## config.mk

```make
export PLATFORM = sky130hd
export DESIGN_NAME = mux_n_stage
export DESIGN_NICKNAME = d
export VERILOG_FILES = /design/src/rtl/mux_pkg.sv /design/src/rtl/mux_n.sv /design/src/rtl/mux_n_stage.sv
export SDC_FILE = /design/constraint.sdc
export NUM_CORES = 1
export LEC_CHECK = 0
export CAP_MARGIN = 20
export CORE_MARGIN = 2
export CORE_UTILIZATION = 44
export DETAILED_ROUTE_END_ITERATION = 12
export PLACE_DENSITY = 0.86
export SKIP_CTS_REPAIR_TIMING = 1
export SYNTH_ARGS = -nofsm -noshare
export SYNTH_HDL_FRONTEND = slang
export SYNTH_SLANG_ARGS = --single-unit
```

## constraint.sdc

```tcl
create_clock -name clk -period 4.41 [get_ports clk]
set_clock_uncertainty 0.15 [all_clocks]
set_input_delay 1.323 -clock clk [delete_from_list [all_inputs] [get_ports clk]]
set_output_delay 1.323 -clock clk [all_outputs]
set_load 0.03 [all_outputs]
```

## src/rtl/mux_pkg.sv

```systemverilog
// Shared types and limits for the registered N-input selector stage.
package mux_pkg;

  typedef enum logic [1:0] {
    EMPTY,
    ONE,
    TWO
  } skid_state_t;

  localparam int MAX_N_IN = 16;

endpackage

```

## src/rtl/mux_n.sv

```systemverilog
// Combinational WIDTH x N_IN word selector; out-of-range selects yield zero.
module mux_n #(
  parameter int WIDTH = 64,
  parameter int N_IN  = 4,
  parameter int SEL_W = $clog2(N_IN)
) (
  input  logic [N_IN*WIDTH-1:0] in_data,
  input  logic [SEL_W-1:0]      sel,
  output logic [WIDTH-1:0]      out_word,
  output logic                  out_of_range
);

  logic [31:0] w_sel_ext;

  assign w_sel_ext    = 32'(sel);
  assign out_of_range = (w_sel_ext >= 32'(N_IN));

  always_comb begin
    out_word = '0;
    for (int unsigned k = 0; k < N_IN; k++) begin
      if (w_sel_ext == k) out_word = in_data[k*WIDTH +: WIDTH];
    end
  end

endmodule

```

## src/rtl/mux_n_stage.sv

```systemverilog
// Registered N-input selector with valid/ready handshake, two-entry skid
// buffer, flush, and a sticky flag for out-of-range selects.
module mux_n_stage
  import mux_pkg::*;
#(
  parameter int WIDTH = 64,
  parameter int N_IN  = 4,
  parameter int SEL_W = $clog2(N_IN)
) (
  input  logic                  clk,
  input  logic                  reset_n,
  input  logic [N_IN*WIDTH-1:0] in_data,
  input  logic [SEL_W-1:0]      sel,
  input  logic                  in_valid,
  output logic                  in_ready,
  input  logic                  flush,
  output logic [WIDTH-1:0]      out_data,
  output logic                  out_valid,
  input  logic                  out_ready,
  output logic                  sel_err
);

  if (N_IN < 2 || N_IN > MAX_N_IN) begin : g_bad_n_in
    $error("mux_n_stage: N_IN must be within 2..MAX_N_IN");
  end

  skid_state_t      r_state;
  skid_state_t      w_state_nxt;
  logic [WIDTH-1:0] r_main;
  logic [WIDTH-1:0] r_skid;
  logic [WIDTH-1:0] w_main_nxt;
  logic [WIDTH-1:0] w_skid_nxt;
  logic [WIDTH-1:0] w_word;
  logic             w_oor;
  logic             w_accept;
  logic             w_pop;
  logic             r_sel_err;

  mux_n #(
    .WIDTH (WIDTH),
    .N_IN  (N_IN),
    .SEL_W (SEL_W)
  ) u_mux_n (
    .in_data      (in_data),
    .sel          (sel),
    .out_word     (w_word),
    .out_of_range (w_oor)
  );

  assign in_ready  = reset_n & (r_state != TWO);
  assign out_valid = (r_state != EMPTY);
  assign out_data  = r_main;
  assign sel_err   = r_sel_err;
  assign w_accept  = in_valid & in_ready;
  assign w_pop     = out_valid & out_ready;

  always_comb begin
    w_state_nxt = r_state;
    w_main_nxt  = r_main;
    w_skid_nxt  = r_skid;
    unique case (r_state)
      EMPTY: begin
        if (w_accept) begin
          w_state_nxt = ONE;
          w_main_nxt  = w_word;
        end
      end
      ONE: begin
        if (w_accept && w_pop) begin
          w_main_nxt = w_word;
        end else if (w_accept) begin
          w_state_nxt = TWO;
          w_skid_nxt  = w_word;
        end else if (w_pop) begin
          w_state_nxt = EMPTY;
          w_main_nxt  = '0;
        end
      end
      TWO: begin
        if (w_pop) begin
          w_state_nxt = ONE;
          w_main_nxt  = r_skid;
          w_skid_nxt  = '0;
        end
      end
      default: begin
        w_state_nxt = EMPTY;
        w_main_nxt  = '0;
        w_skid_nxt  = '0;
      end
    endcase
    // Flush overrides everything: any same-cycle accept is dropped.
    if (flush) begin
      w_state_nxt = EMPTY;
      w_main_nxt  = '0;
      w_skid_nxt  = '0;
    end
  end

  always_ff @(posedge clk) begin
    if (!reset_n) begin
      r_state   <= EMPTY;
      r_main    <= '0;
      r_skid    <= '0;
      r_sel_err <= 1'b0;
    end else begin
      r_state <= w_state_nxt;
      r_main  <= w_main_nxt;
      r_skid  <= w_skid_nxt;
      if (w_accept && w_oor) r_sel_err <= 1'b1;
    end
  end

endmodule

```

Yosys cells after proc, flatten, opt, wreduce, memory -nomap -nowiden --
Index checks and enable logic that the tools add are counted.
Word-level totals: memories kept 0, word-level logic and storage cells 50, latch bits 0, ROM bits 0, output and inout port bits 67, RAM bits 0, register bits 131
Operators by class: multiply operators 0, magnitude comparators 1, reduce and logical (&&, ||, !) cells 9, div/mod/pow operators 0, eq/ne operators 13, shift operators 0, muxes and demuxes 18, add/sub/neg operators 0, bitwise gates (word level) 5
Operators by type and width (number):
- 64-bit two-way mux | 10
- 64-bit case mux with 3 select lines | 2
- 32-bit zero test | 1
- 4-bit AND reduction | 3
- 2-bit two-way mux | 5
- 2-bit != test (second input constant) | 5
- 3-bit != test (second input constant) | 3
- 2-bit == test (second input constant) | 3
- 2-bit case mux with 3 select lines | 1
- 2-bit by 1-bit == test with 1-bit output (second input constant) | 2
- 1-bit AND | 3
- 2-bit by 3-bit >= comparator with 1-bit output (second input constant) | 1
- 1-bit logical AND | 2
- 2-bit zero test | 1
- 1-bit NOT | 2
- 2-bit nonzero test | 1
- 2-bit OR reduction | 1

Logic depth before layout (Yosys ltp) --
depth after elaboration 8, mapped depth 6, depth with buffers taken out 3

Cells and area by module --
A second synthesis with hierarchy kept.
Unflattened totals: cells, all modules 751, area, all modules 8430.6 um^2
Modules (own cells, without submodules):
- mux_n_stage | area an instance 6796.5 um^2, instances 1, cells each 671, sequential area each 2622.5 um^2
- mux_n | area an instance 1634.1 um^2, instances 1, cells each 80, sequential area each 0.0 um^2

Worst setup path after synthesis --
No wires, ideal clock.
path kind input -> output, from input port reset_n, to output port in_ready, data required time 2937 ps, stages 1, setup slack 1159 ps, path buffers 0, data arrival time 1778 ps, cell sequence nor2b_1
On the way: longest elaborated chain between the ends 1
RTL lines:
- from (decl) | RTL line mux_n_stage.sv:11 | input logic reset_n,
- 1-bit AND | RTL line mux_n_stage.sv:50 | assign in_ready = reset_n & (r_state != TWO);
- to (decl) | RTL line mux_n_stage.sv:15 | output logic in_ready,
No other way between the ends.

Worst setup path in the final report --
Ends and elaborated chain as after synthesis.

==> results.py <==
metrics = {
    "synthesis": {
        "postSynthRegisterBits": 130,
        "syn_area_um2": 6721,
        "yosysUniqueCellTypes": 28,
        "yosysWarningCount": 0,
        "post_synth_inst_count": 602,
        "synth.top_cells.by_area": "sky130_fd_sc_hd__dfxtp_1 (39%), sky130_fd_sc_hd__mux4_2 (20%), sky130_fd_sc_hd__a221o_1 (9.5%), sky130_fd_sc_hd__o32ai_1 (8.3%), sky130_fd_sc_hd__inv_1 (7.1%)",
        "netlist.top_cell.by_area": "sky130_fd_sc_hd__dfxtp_1",
        "syn_avg_cell_area_um2": 11.17,
        "synth.net_count": 865,
        "yosys.area.top_type_share": 0.3872,
        "synth-seq-area-share": 0.3872,
    },
    "power_and_ir_drop": {
        "max-vdd-ir-drop_uv": 269.0,
        "total_power_uw": 3367,
        "cellLeakagePower_uw": 0.004219,
        "power_density_nw_per_um2": 315.5,
    },
    "clock_network": {
        "cts-buffers-inserted": 17,
        "cts-root-to-sink-buffers": 2,
        "cts-htree-levels": 4,
        "root_buffer_master": "sky130_fd_sc_hd__clkbuf_16",
        "clkSlewWorstSetupHoldPaths_ns": 0.05,
        "cts_sinks": 130,
        "tritoncts_clock_tree": "yes",
        "clk_latency_ns": 0.41,
    },
    "global_route": {
        "grt_pass1_vias": 6454,
        "pin_count_of_the_biggest_net_entering_global_routing": 65,
        "total_routing_usage_gr": 0.2526,
        "grt_overflow": 0,
        "antenna_found_initial": 0,
        "grt_first_pass_wirelength_um": 32350,
    },
    "placement": {
        "dp_hpwl_um": 14380,
        "place.port_buffers": 328,
        "routabilityCongestion": 0.7683,
    },
    "setup_path": {
        "crit_fanout": 2,
        "worst-endpoint-arrival_ns": 2.74,
        "worstSetupPathType": "in -> out",
        "crit_path_start_kind": "input port",
        "cp_data_required_time_ns": 2.94,
        "setup.worst_path.end_class": "primary output",
        "r2r_slack_ns": 2.10,
    },
    "die": {
        "rows": 45,
        "die-area_um2": 16280,
        "floorplan.io_pins": 330,
        "initial_core_utilization": 0.4454,
        "die-height_um": 127.6,
        "x_dimension_of_the_die_um": 127.6,
        "coreArea_um2": 15090,
    },
    "sta": {
        "final.period_utilization": 0.9551,
        "relSlewSlack": 0.4655,
        "finalHoldViolCount": 0,
        "drv_slew": 0,
        "rsz0062_at_grt": "no",
        "timing.setup.tns_ns": 0,
        "timing.hold.ws_ns": 0.3260,
        "clock.fmax_mhz": 237.4,
        "worst_pin_slew_ns": 0.8017,
        "finalWorstPathRequiredPeriod_ns": 4.212,
        "final-setup-viol-count": 0,
    },
    "routing": {
        "drt_iter0_markers": 370,
        "drc": 0,
        "finalWirelength_um": 20730,
        "dr_wl_cell_um": 18.84,
        "num_vias": 6208,
        "route.detailed.vias_per_inst": 5.644,
        "drtPass1Iterations": 7,
        "antenna_left": 0,
    },
    "layout": {
        "fillers": 1086,
        "area_growth_pct": 58.77,
        "nets": 1162,
        "post_route_cells_drive_above_1_share": 0.1283,
        "antenna_cells_inserted": 0,
    },
    "flow_run": {
        "maxCapViolCount": 0,
    },
    "status": {
        "outcome": "finished clean",
    },
    "hold_path": {
        "worst_hold_path_type": "reg -> reg",
    },
}
[layout make-up]
cell class / count / area [um2] / area share
Clock buffer: 23 / 498.0 / 0.04666
Clock inverter: 9 / 150.1 / 0.01407
Multi-Input combinational cell: 280 / 3262 / 0.3057
Sequential cell: 130 / 2603 / 0.2439
Inverter: 128 / 480.5 / 0.04502
Tap cell: 188 / 235.2 / 0.02204
Timing Repair Buffer: 342 / 3443 / 0.3227
[per-stage QoR]
step / cell area, um2 / utilization / std cells / setup WS (ns)
floorplan: 6721 / - / 602 / 1.159
global placement: 10020 / 0.6643 / 1068 / 0.1633
detailed placement: 10020 / 0.6643 / 1068 / 0.1916
CTS: 10670 / 0.7072 / 1100 / 0.1659
global route: 10670 / 0.7072 / 1100 / 0.1546
finish: 10670 / 0.7072 / 1100 / 0.1981
[sequential cells by signal, summed over array words and instances, names as in the netlist]
| signal | flops |
|---|---|
| r_skid | 64 |
| r_state | 2 |
| out_data | 64 |
[worst max-delay path, stage by stage]
cell                              delay, ns
sky130_fd_sc_hd__clkdlybuf4s50_1       0.49
sky130_fd_sc_hd__nor2b_1               0.21
sky130_fd_sc_hd__clkdlybuf4s50_1       0.71
[routing by layer]
metal	share of wire	up-vias	routed length (um)	global-route usage
li1	-	2896	-	-
met1	0.38	3034	7918	0.2770
met3	0.067	25	1385	0.07119
met5	0	-	0	0
met2	0.54	253	11130	0.4684
met4	0.014	0	299	0.08274
[power by group]
| group | switching, uW | internal, uW |
|---|---|---|
| Sequential | 18.3 | 1200 |
| Clock | 501 | 1020 |
| Combinational | 236 | 389 |
[cells in the mapped netlist, drive strengths merged]
cell and count:
dfxtp 130, or3b 2, and3 65, a221o 64
nor2b 6, mux2 1, clkbuf 40, nand2 1
inv 128, mux4 64, or2 1, buf 24
nand2b 4, o22a 1, o21a 1, nor2 1
nor4bb 1, a21oi 2, o32ai 65, conb 1
[final timing paths]
check	end	startpoint	cells past startpoint
setup / recovery	in_ready	reset_n	3
hold / removal	r_skid[15]	r_skid[15]	2
setup reg to reg	out_data[57]	r_state[1]	4
hold reg to reg	r_skid[15]	r_skid[15]	2
[cell families after synthesis]
| logic type | after synthesis | synth area share |
|---|---|---|
| simple gates | 81 | 0.07595 |
| mux | 65 | 0.2184 |
| flops | 130 | 0.3872 |
| buf+inv | 192 | 0.1312 |
| other cells | 1 | 0.0005579 |
| compound gates | 133 | 0.1867 |
[placed cells by master, fill, tap and decap left out, drive strengths merged, types with 2 or more instances in the layout]
cell type and instances:
clkdlybuf4s50 326, clkinvlp 2, clkinv 3, nor2b 6
bufinv 4, inv 128, clkbuf 23, buf 16
o32ai 65, a21oi 2, and3 65, a221o 64
dfxtp 130, nand2b 4, or3b 2, mux4 64
Note: power is estimated with default switching activity, not from simulation.
